===== config.mk =====
export PLATFORM = sky130hd
export DESIGN_NAME = multicycle_ctrl
export DESIGN_NICKNAME = d
export VERILOG_FILES = /design/src/rtl/multicycle_ctrl_pkg.sv /design/src/rtl/multicycle_ctrl_alu_decoder.sv /design/src/rtl/multicycle_ctrl.sv
export SDC_FILE = /design/constraint.sdc
export NUM_CORES = 1
export LEC_CHECK = 0
export CAP_MARGIN = 20
export CELL_PAD_IN_SITES_DETAIL_PLACEMENT = 0
export CELL_PAD_IN_SITES_GLOBAL_PLACEMENT = 2
export CORE_MARGIN = 5
export CORE_UTILIZATION = 29
export CTS_CLUSTER_SIZE = 28
export DETAILED_ROUTE_END_ITERATION = 10
export PLACE_DENSITY_LB_ADDON = 0.2
export SLEW_MARGIN = 10
export SYNTH_ARGS = -nofsm -noshare
export SYNTH_HDL_FRONTEND = slang
export SYNTH_SLANG_ARGS = --single-unit

===== constraint.sdc =====
create_clock -name clk -period 2.8 [get_ports clk]
set_input_delay 0.56 -clock clk [delete_from_list [all_inputs] [get_ports clk]]
set_output_delay 0.56 -clock clk [all_outputs]
set_load 0.02 [all_outputs]

===== src/rtl/multicycle_ctrl_pkg.sv =====
// riscv_ctrl_pkg: shared encodings for the multicycle RV32 control unit.
// Holds the FSM state codes, opcode constants, ALU control codes, the
// operand/result/immediate select codes and the ALU decoder class type.
package riscv_ctrl_pkg;

  typedef enum logic [3:0] {
    S_FETCH   = 4'd0,
    S_DECODE  = 4'd1,
    S_MEMADR  = 4'd2,
    S_MEMRD   = 4'd3,
    S_MEMWB   = 4'd4,
    S_MEMWR   = 4'd5,
    S_EXECR   = 4'd6,
    S_EXECI   = 4'd7,
    S_ALUWB   = 4'd8,
    S_BEQ     = 4'd9,
    S_JAL     = 4'd10,
    S_ILLEGAL = 4'd11
  } state_e;

  // Tells the ALU decoder how to interpret funct3/funct7b5 in this state.
  typedef enum logic [1:0] {
    ALU_CLASS_ADD = 2'd0,
    ALU_CLASS_SUB = 2'd1,
    ALU_CLASS_R   = 2'd2,
    ALU_CLASS_I   = 2'd3
  } alu_class_e;

  localparam logic [6:0] OP_LOAD   = 7'b0000011;
  localparam logic [6:0] OP_STORE  = 7'b0100011;
  localparam logic [6:0] OP_RTYPE  = 7'b0110011;
  localparam logic [6:0] OP_ITYPE  = 7'b0010011;
  localparam logic [6:0] OP_BRANCH = 7'b1100011;
  localparam logic [6:0] OP_JAL    = 7'b1101111;

  localparam logic [3:0] ALU_ADD  = 4'b0000;
  localparam logic [3:0] ALU_SUB  = 4'b0001;
  localparam logic [3:0] ALU_AND  = 4'b0010;
  localparam logic [3:0] ALU_OR   = 4'b0011;
  localparam logic [3:0] ALU_XOR  = 4'b0100;
  localparam logic [3:0] ALU_SLL  = 4'b0101;
  localparam logic [3:0] ALU_SRL  = 4'b0110;
  localparam logic [3:0] ALU_SRA  = 4'b0111;
  localparam logic [3:0] ALU_SLT  = 4'b1000;
  localparam logic [3:0] ALU_SLTU = 4'b1001;

  localparam logic [1:0] SRCA_PC    = 2'b00;
  localparam logic [1:0] SRCA_OLDPC = 2'b01;
  localparam logic [1:0] SRCA_RD1   = 2'b10;

  localparam logic [1:0] SRCB_RD2   = 2'b00;
  localparam logic [1:0] SRCB_IMM   = 2'b01;
  localparam logic [1:0] SRCB_FOUR  = 2'b10;

  localparam logic [1:0] RES_ALUOUT = 2'b00;
  localparam logic [1:0] RES_RDATA  = 2'b01;
  localparam logic [1:0] RES_ALU    = 2'b10;

  localparam logic [1:0] IMM_I = 2'b00;
  localparam logic [1:0] IMM_S = 2'b01;
  localparam logic [1:0] IMM_B = 2'b10;
  localparam logic [1:0] IMM_J = 2'b11;

  // Immediate format follows the opcode alone, independent of FSM state.
  function automatic logic [1:0] imm_format(input logic [6:0] op);
    case (op)
      OP_STORE:  return IMM_S;
      OP_BRANCH: return IMM_B;
      OP_JAL:    return IMM_J;
      default:   return IMM_I;
    endcase
  endfunction

endpackage


===== src/rtl/multicycle_ctrl_alu_decoder.sv =====
// alu_decoder: combinational ALU control selection.
// Ports:
//   alu_class  in  class of operation requested by the FSM state
//   funct3     in  instr[14:12]
//   funct7b5   in  instr[30]
//   aluctrl    out ALU operation code
module alu_decoder
  import riscv_ctrl_pkg::*;
(
  input  alu_class_e  alu_class,
  input  logic [2:0]  funct3,
  input  logic        funct7b5,
  output logic [3:0]  aluctrl
);

  always_comb begin
    aluctrl = ALU_ADD;
    case (alu_class)
      ALU_CLASS_ADD: aluctrl = ALU_ADD;
      ALU_CLASS_SUB: aluctrl = ALU_SUB;
      default: begin
        case (funct3)
          // Immediate forms have no SUBI; bit 30 is part of the immediate.
          3'b000:  aluctrl = (alu_class == ALU_CLASS_R && funct7b5) ? ALU_SUB : ALU_ADD;
          3'b001:  aluctrl = ALU_SLL;
          3'b010:  aluctrl = ALU_SLT;
          3'b011:  aluctrl = ALU_SLTU;
          3'b100:  aluctrl = ALU_XOR;
          3'b101:  aluctrl = funct7b5 ? ALU_SRA : ALU_SRL;
          3'b110:  aluctrl = ALU_OR;
          default: aluctrl = ALU_AND;
        endcase
      end
    endcase
  end

endmodule


===== src/rtl/multicycle_ctrl.sv =====
// multicycle_ctrl: Moore-style control FSM for a multicycle RV32 subset
// (loads, stores, R/I ALU ops, BEQ, JAL).
// Ports:
//   clk, rst_n                   clock, async active-low reset
//   opcode, funct3, funct7b5     fields of the latched instruction
//   zero                         ALU zero flag (gates the BEQ PC write)
//   mem_ready                    data RAM access-complete handshake
//   pc_we, ir_we, regwrite       write enables
//   memread, memwrite, mem_req   data RAM controls
//   alusrc_a, alusrc_b, aluctrl  ALU operand selects and operation
//   resultsrc, immsrc            result mux and immediate format
//   illegal                      sticky unsupported-opcode flag
//   instret                      retired instruction count
//   state                        current FSM state code
module multicycle_ctrl
  import riscv_ctrl_pkg::*;
#(
  parameter int INSTRET_W = 32
) (
  input  logic                 clk,
  input  logic                 rst_n,
  input  logic [6:0]           opcode,
  input  logic [2:0]           funct3,
  input  logic                 funct7b5,
  input  logic                 zero,
  input  logic                 mem_ready,
  output logic                 pc_we,
  output logic                 ir_we,
  output logic                 regwrite,
  output logic                 memread,
  output logic                 memwrite,
  output logic                 mem_req,
  output logic [1:0]           alusrc_a,
  output logic [1:0]           alusrc_b,
  output logic [3:0]           aluctrl,
  output logic [1:0]           resultsrc,
  output logic [1:0]           immsrc,
  output logic                 illegal,
  output logic [INSTRET_W-1:0] instret,
  output logic [3:0]           state
);

  state_e                 state_reg, state_next;
  logic [INSTRET_W-1:0]   instret_reg;
  alu_class_e             alu_class;
  logic                   retire;
  logic pc_we_st, ir_we_st, regwrite_st, memread_st, memwrite_st, mem_req_st;

  always_ff @(posedge clk or negedge rst_n) begin
    if (!rst_n) begin
      state_reg   <= S_FETCH;
      instret_reg <= '0;
    end else begin
      state_reg <= state_next;
      if (retire) instret_reg <= instret_reg + 1'b1;
    end
  end

  always_comb begin
    state_next  = state_reg;
    pc_we_st    = 1'b0;
    ir_we_st    = 1'b0;
    regwrite_st = 1'b0;
    memread_st  = 1'b0;
    memwrite_st = 1'b0;
    mem_req_st  = 1'b0;
    alusrc_a    = SRCA_PC;
    alusrc_b    = SRCB_RD2;
    resultsrc   = RES_ALUOUT;
    alu_class   = ALU_CLASS_ADD;
    illegal     = 1'b0;
    case (state_reg)
      S_FETCH: begin
        ir_we_st   = 1'b1;
        pc_we_st   = 1'b1;
        alusrc_a   = SRCA_PC;
        alusrc_b   = SRCB_FOUR;
        resultsrc  = RES_ALU;
        state_next = S_DECODE;
      end
      S_DECODE: begin
        // Speculatively form OLDPC+IMM so BEQ/JAL find the target in ALUOUT.
        alusrc_a = SRCA_OLDPC;
        alusrc_b = SRCB_IMM;
        case (opcode)
          OP_LOAD, OP_STORE: state_next = S_MEMADR;
          OP_RTYPE:          state_next = S_EXECR;
          OP_ITYPE:          state_next = S_EXECI;
          OP_BRANCH:         state_next = S_BEQ;
          OP_JAL:            state_next = S_JAL;
          default:           state_next = S_ILLEGAL;
        endcase
      end
      S_MEMADR: begin
        alusrc_a   = SRCA_RD1;
        alusrc_b   = SRCB_IMM;
        state_next = (opcode == OP_STORE) ? S_MEMWR : S_MEMRD;
      end
      S_MEMRD: begin
        memread_st = 1'b1;
        mem_req_st = 1'b1;
        if (mem_ready) state_next = S_MEMWB;
      end
      S_MEMWB: begin
        regwrite_st = 1'b1;
        resultsrc   = RES_RDATA;
        state_next  = S_FETCH;
      end
      S_MEMWR: begin
        memwrite_st = 1'b1;
        mem_req_st  = 1'b1;
        if (mem_ready) state_next = S_FETCH;
      end
      S_EXECR: begin
        alusrc_a   = SRCA_RD1;
        alusrc_b   = SRCB_RD2;
        alu_class  = ALU_CLASS_R;
        state_next = S_ALUWB;
      end
      S_EXECI: begin
        alusrc_a   = SRCA_RD1;
        alusrc_b   = SRCB_IMM;
        alu_class  = ALU_CLASS_I;
        state_next = S_ALUWB;
      end
      S_ALUWB: begin
        regwrite_st = 1'b1;
        resultsrc   = RES_ALUOUT;
        state_next  = S_FETCH;
      end
      S_BEQ: begin
        alusrc_a   = SRCA_RD1;
        alusrc_b   = SRCB_RD2;
        alu_class  = ALU_CLASS_SUB;
        resultsrc  = RES_ALUOUT;
        pc_we_st   = zero;
        state_next = S_FETCH;
      end
      S_JAL: begin
        // PC takes the target from ALUOUT while the ALU forms the link value.
        alusrc_a   = SRCA_OLDPC;
        alusrc_b   = SRCB_FOUR;
        resultsrc  = RES_ALUOUT;
        pc_we_st   = 1'b1;
        state_next = S_ALUWB;
      end
      default: begin
        illegal    = 1'b1;
        state_next = S_ILLEGAL;
      end
    endcase
  end

  always_comb begin
    retire = 1'b0;
    if (state_next == S_FETCH) begin
      case (state_reg)
        S_MEMWB, S_MEMWR, S_ALUWB, S_BEQ: retire = 1'b1;
        default:                          retire = 1'b0;
      endcase
    end
  end

  alu_decoder u_alu_decoder (
    .alu_class (alu_class),
    .funct3    (funct3),
    .funct7b5  (funct7b5),
    .aluctrl   (aluctrl)
  );

  // Enables are masked by rst_n so nothing writes while reset is held,
  // even though the state register already reads FETCH.
  assign pc_we    = pc_we_st    & rst_n;
  assign ir_we    = ir_we_st    & rst_n;
  assign regwrite = regwrite_st & rst_n;
  assign memread  = memread_st  & rst_n;
  assign memwrite = memwrite_st & rst_n;
  assign mem_req  = mem_req_st  & rst_n;

  assign immsrc  = imm_format(opcode);
  assign instret = instret_reg;
  assign state   = state_reg;

endmodule


After elaboration in Yosys (flattened, before gate mapping)
Cells that the tools add are included.

storage, ports and cells
  bits in registers = 36
  input bits = 15

cells by class
  $add $sub $neg = 1
  eq/ne operators = 24
  muxes and demuxes = 23
  bitwise operators = 6
  reduce and logical (&&, ||, !) cells = 16

operators by type and width
  cell                   count
  $pmux 4 s7             2
  $add 32x1->32 const B  1
  $pmux 4 s5             1
  $eq 4x3->1 const B     4
  $eq 7x6->1 const B     2
  $eq 7x7->1 const B     2
  $eq 4x4->1 const B     3
  $pmux 2 s2             3
  $pmux 2 s3             2
  $reduce_or 11->1       1
  $mux 1                 10
  $reduce_or 2->1        5
  $eq 3x3->1 const B     3
  $reduce_or 3->1        3
  $eq 4x2->1 const B     2
  $logic_not 4->1        2
  $mux 4                 2
  $pmux 4 s2             1
  $reduce_or 4->1        2
  $eq 7x2->1 const B     1
  $eq 7x5->1 const B     1
  $and 1x1->1            6
  $eq 3x2->1 const B     2
  $eq 4x1->1 const B     1
  other kinds (8)        8

Longest topological paths before layout
Gate-level depths: netlist of run 1.

  word-level depth = 7
  gate-level depth with buffers = 7

By module
From an unflattened synthesis of run 1, not the netlist that was laid out.

second synthesis, totals
  cells, all modules = 224
  area total of the unflattened synthesis = 2,133.3 um^2

by module, submodules not included
  module           times used  cells an instance  area each (um^2)  seq. area each (um^2)
  multicycle_ctrl  1           213                2,060.7           900.9
  alu_decoder      1           11                 72.6              0.0

Worst setup path after synthesis of run 1
No wires, ideal clock.

  kind = register -> output
  from = register state_reg[1] (netlist: state[1])
  to = output port aluctrl[3]
  arrival = 1.799 ns
  required time = 2.240 ns
  slack = 0.441 ns
  cell stages (with the launch flop) = 5
  path buffers = 2
  cell sequence = dfrtp_1 -> clkbuf_1 -> clkbuf_1 -> nand2_1 -> nor3b_1

on the way
  cells in the longest elaborated chain, start to end = 4
  elaborated cells on any way between the ends = 7

RTL lines
  item                                                  line                               RTL
  start: declaration                                    multicycle_ctrl.sv:43              state_e state_reg, state_next;
  start signal: assignment                              multicycle_ctrl.sv:54              state_reg <= state_next;
  $eq 4x4->1 / $eq 4x3->1 (equally long branches)       multicycle_ctrl.sv:72              case (state_reg)
  $pmux 2 s3 *                                          multicycle_ctrl.sv:72
  $eq 2x1->1 / $logic_not 2->1 (equally long branches)  multicycle_ctrl_alu_decoder.sv:18  case (alu_class)
  $pmux 4 s2 *                                          multicycle_ctrl_alu_decoder.sv:18
  end: declaration                                      multicycle_ctrl.sv:35              output logic [3:0] aluctrl,

Mark *: on every way between the ends. The rest lies on a longest branch, timed or not.

Final worst setup path of run 1
  from = input port opcode[5]
  to = output port immsrc[1]

on the way
  cells in the longest elaborated chain, start to end = 2
  elaborated cells on any way between the ends = 4

RTL lines
  item                                             line                       RTL
  start: declaration                               multicycle_ctrl.sv:22      input logic [6:0] opcode,
  $eq 7x7->1 / $eq 7x6->1 (equally long branches)  multicycle_ctrl_pkg.sv:66  case (op)
  $pmux 2 s3 *                                     multicycle_ctrl_pkg.sv:66
  end: declaration                                 multicycle_ctrl.sv:37      output logic [1:0] immsrc,

Marked as above.

==> tab_implementation.tex, run 1 <==
\begin{tabular}{lr}
\hline
Metric & Value \\
\hline
\multicolumn{2}{l}{\textbf{STA}} \\
\quad Top achievable clock speed & 373.5 MHz \\
\quad Remaining max-slew budget at the tightest pin & 0.6357 \\
\quad Min setup slack post-route & 0.1224 ns \\
\quad Setup TNS & 0 ns \\
\quad Final count of negative-setup-slack endpoints & 0 \\
\quad Hold Vio Cnt, Final & 0 \\
\quad Tcrit/Tclk final & 0.9563 \\
\quad RSZ-0062 raised after global routing & false \\
\quad Worst Hold Slack & 0.3126 ns \\
\quad Fin crit period & 2.678 ns \\
\quad Worst Max-Slew Pin Slew & 0.5414 ns \\
\quad Setup skew after layout & 0.006249 ns \\
\quad Number of pins with negative max-slew slack in the final report & 0 \\
\multicolumn{2}{l}{\textbf{Floorplanning}} \\
\quad Die area & 9186 um\^{}2 \\
\quad Die X & 95.85 um \\
\quad Number of rows created at floorplan & 31 \\
\quad I/O Pins & 70 \\
\quad Initial standard-cell utilization of the core & 0.2962 \\
\quad Core Footprint & 7214 um\^{}2 \\
\quad Die height & 95.85 um \\
\multicolumn{2}{l}{\textbf{Critical path}} \\
\quad Largest delay contributor family on the critical path & buffers and inverters \\
\quad Number of cells on the critical path & 5 \\
\quad Setup crit start kind & input pin \\
\quad Worst setup path class & in -> out \\
\quad Endpoint kind of the worst setup timing path & output pin \\
\quad Slowest stage cell on the critical path & sky130\_fd\_sc\_hd\_\_clkdlybuf4s50\_1 \\
\quad CP Data Arrival Time & 2.12 ns \\
\quad Critical path data required time & 2.24 ns \\
\quad Biggest fanout along the worst timing path & 3 \\
\quad Critical Path Most Common Cell & sky130\_fd\_sc\_hd\_\_clkdlybuf4s50\_1 \\
\quad Biggest cell delay along the critical path & 0.61 ns \\
\quad Reg2Reg Depth & 6 \\
\quad CP Buf/Inv Count & 2 \\
\quad Chain of cells forming the critical path & clkdlybuf4s50\_1 > and4b\_1 > nand2\_1 > a21oi\_1 > clkdlybuf4s50\_1 \\
\multicolumn{2}{l}{\textbf{Final layout}} \\
\quad Final antenna diode count & 0 \\
\quad Final cell count without fillers & 412 \\
\quad Number of flip-flops in the largest register & 32 \\
\quad Highest-count cells in the layout ignoring fill and taps & sky130\_fd\_sc\_hd\_\_clkdlybuf4s50\_1 (66), sky130\_fd\_sc\_hd\_\_dfrtp\_1 (34), sky130\_fd\_sc\_hd\_\_nand2\_1 (21), sky130\_fd\_sc\_hd\_\_xnor2\_1 (21) \\
\quad Share of cells above drive strength 1 & 0.1182 \\
\quad Most common cell after layout, fill and taps aside & sky130\_fd\_sc\_hd\_\_clkdlybuf4s50\_1 \\
\quad Net count, final & 328 \\
\quad Layout overhead on the synthesized area & 46.84\% \\
\multicolumn{2}{l}{\textbf{Clock network}} \\
\quad Number of levels the H-tree was split into & 2 \\
\quad Clock Sink Count & 36 \\
\quad CTS tree & yes \\
\quad Clock-pin slew of the registers on the worst-case setup and hold paths & 0.07 ns \\
\quad Total CTS buffers & 5 \\
\quad Clock Latency Late Sink & 0.29 ns \\
\quad Max Buffers Root-to-Sink & 2 \\
\quad CTS Hold Bufs & 0 \\
\quad CTS Root Cell & sky130\_fd\_sc\_hd\_\_clkbuf\_8 \\
\multicolumn{2}{l}{\textbf{Placed design}} \\
\quad Placed Cells incl. Taps & 404 \\
\quad Worst setup slack before clock tree synthesis & 0.1042 ns \\
\quad Number of buffers added on ports & 69 \\
\quad Post-DP HPWL & 4362 um \\
\quad Placer Congestion & 0.7529 \\
\multicolumn{2}{l}{\textbf{Drt}} \\
\quad Detailed Route WL & 5668 um \\
\quad Drt first-iter violations & 47 \\
\quad Total number of vias & 1946 \\
\quad Number of vias per cell after detailed routing & 4.723 \\
\quad Residual DRC & 0 \\
\quad DRT Pass-1 Iters & 4 \\
\quad Routed length per instance & 13.76 um \\
\quad Antenna Violating Nets Remaining & 0 \\
\multicolumn{2}{l}{\textbf{Pwr}} \\
\quad Pwr per Cell Area & 731.0 nW/um\^{}2 \\
\quad Standby leakage power & 1.323 nW \\
\quad Switching Power & 0.0009003 W \\
\quad Maximum ir drop on the vdd rail & 359.5 uV \\
\quad Part of the power in the clock network & 0.199 \\
\quad Register share of total power & 0.309 \\
\quad Total power consumption of the routed design & 0.002294 W \\
\quad Switching share of power & 0.3925 \\
\quad Combinational share of power & 0.492 \\
\quad Internal power component & 0.001393 W \\
\multicolumn{2}{l}{\textbf{Flow run}} \\
\quad Max cap viols & 0 \\
\multicolumn{2}{l}{\textbf{Logic synthesis}} \\
\quad Synth area leaders & sky130\_fd\_sc\_hd\_\_dfrtp\_1 (42\%), sky130\_fd\_sc\_hd\_\_xnor2\_1 (8.6\%), sky130\_fd\_sc\_hd\_\_xor2\_1 (4.9\%) \\
\quad Yosys top cell area share & 0.4215 \\
\quad Synthesis warning total & 0 \\
\quad Avg Inst Size Synth & 9.292 um\^{}2 \\
\quad Netlist Area Pre-Place & 2137 um\^{}2 \\
\quad Post-Synthesis Net Count & 246 \\
\quad Post-synthesis sequential area ratio & 0.4215 \\
\quad Number of unique standard cell types used by synthesis & 44 \\
\quad Gate count of the mapped netlist & 230 \\
\quad Seq cells post-synth & 36 \\
\quad Cell taking the most area after synthesis & sky130\_fd\_sc\_hd\_\_dfrtp\_1 \\
\multicolumn{2}{l}{\textbf{Global route}} \\
\quad First-pass GRT wire length & 9508 um \\
\quad Global routing usage summed across all routing layers & 0.1319 \\
\quad Pin count of the biggest net entering global routing & 27 \\
\quad Global route total overflow & 0 \\
\quad Initial antenna violation count & 0 \\
\quad Via count of the first global-routing pass & 1977 \\
\multicolumn{2}{l}{\textbf{Run status}} \\
\quad Outcome & finished, final reports clean \\
\multicolumn{2}{l}{\textbf{Min path}} \\
\quad HP Class & in -> async \\
\hline
\end{tabular}
[metal layers]
metal  routed length [um]  track usage  vias up
li1                     -            -      970
met1                 2550       0.1693      923
met2                 2687       0.2137       48
met3                  349      0.03753        5
met4                   80      0.04147        0
met5                    0            0        -
[path summary, 6_finish.rpt]
kind	startpoint	end	slack [ns]
max	opcode[5]	immsrc[1]	0.12
min in group clk	instret[31]	instret[31]	0.48
min reg2reg	instret[31]	instret[31]	0.48
min	rst_n	instret[12]	0.31
max in group asynchronous	rst_n	state[1]	2.13
max reg2reg	state[3]	instret[25]	0.62
[area by class of cell]
class,instances,area (um^2)
Clock inverter,3,42.54
Inverter,8,30.03
Clock buffer,5,68.82
Timing Repair Buffer,84,803.3
Tap cell,99,123.9
Fill cell,767,4076
Sequential cell,36,903.4
Multi-Input combinational cell,177,1166
[synth_stat cells (all sizes together)]
master / n
ha: 1
xor2: 12
or2: 4
xnor2: 21
nand4b: 1
nor3: 14
a21oi: 10
a22oi: 1
nor2: 15
nand2: 21
and4: 4
o21ai: 6
nand4bb: 1
and4b: 1
mux2: 1
o221ai: 1
nand4: 8
clkbuf: 5
o22ai: 3
and2: 2
nor4b: 1
o31ai: 1
buf: 4
o21a: 3
o211ai: 1
nor3b: 4
nor4: 5
nand2b: 4
and3: 9
dfrtp: 36
o2bb2ai: 1
or4b: 1
a21boi: 1
nor2b: 6
nand3: 13
inv: 8
[worst reg2reg max path, delay by kind of cell (launching register included)]
| family | cells | cell delay (ns) |
|---|---|---|
| and+or+nand+nor | 3 | 1.09 |
| DFF | 1 | 0.50 |
| buffers and inverters | 1 | 0.21 |
| xor gates and xnor gates | 1 | 0.17 |
| AOI/OAI and AO/OA | 1 | 0.16 |
[cell families after synthesis]
logic type               Yosys count  share of synthesized area
AND/OR/NAND/NOR                  114                     0.3150
flip-flops                        36                     0.4215
buffers and inverters             17                    0.03279
AO/OA/AOI/OAI                     28                    0.08432
multiplexers                       1                   0.005269
adder cells (fa/ha/maj)            1                   0.005854
XOR/XNOR                          33                     0.1352
[power by group through the flow]
stage / Clock, W / Combinational (W) / Sequential [W]
floorplan: 0 / 0.000619 / 0.000739
global placement: 0 / 0.00115 / 0.000718
detailed placement: 0 / 0.00114 / 0.000720
CTS: 0.000475 / 0.00115 / 0.000708
global route: 0.000493 / 0.00124 / 0.000728
finish: 0.000455 / 0.00113 / 0.000709
[through the flow]
stage            util  instance area, um^2
5_1_grt        0.4350                 3138
3_3_place_gp   0.4185                 3019
4_1_cts        0.4339                 3131
6_report       0.4350                 3138
3_5_place_dp   0.4185                 3019
2_1_floorplan       -                 2137
[timing repair]
item | CTS | global route
resized for setup | 0 | 4
endpoints found under the setup margin | 0 | 3
buffers inserted | 0 | 0
Note: power is estimated with default switching activity, not from simulation.
==> inputs of run 2 (changes only) <==
--- a/config.mk
+++ b/config.mk
@@ -12,6 +12,7 @@
 export CORE_UTILIZATION = 29
 export CTS_CLUSTER_SIZE = 28
 export DETAILED_ROUTE_END_ITERATION = 10
+export GPL_ROUTABILITY_DRIVEN = 1
 export PLACE_DENSITY_LB_ADDON = 0.2
 export SLEW_MARGIN = 10
 export SYNTH_ARGS = -nofsm -noshare
==> results of run 2 <==
Final layout, timing and power as in run 1 (identical DEF).
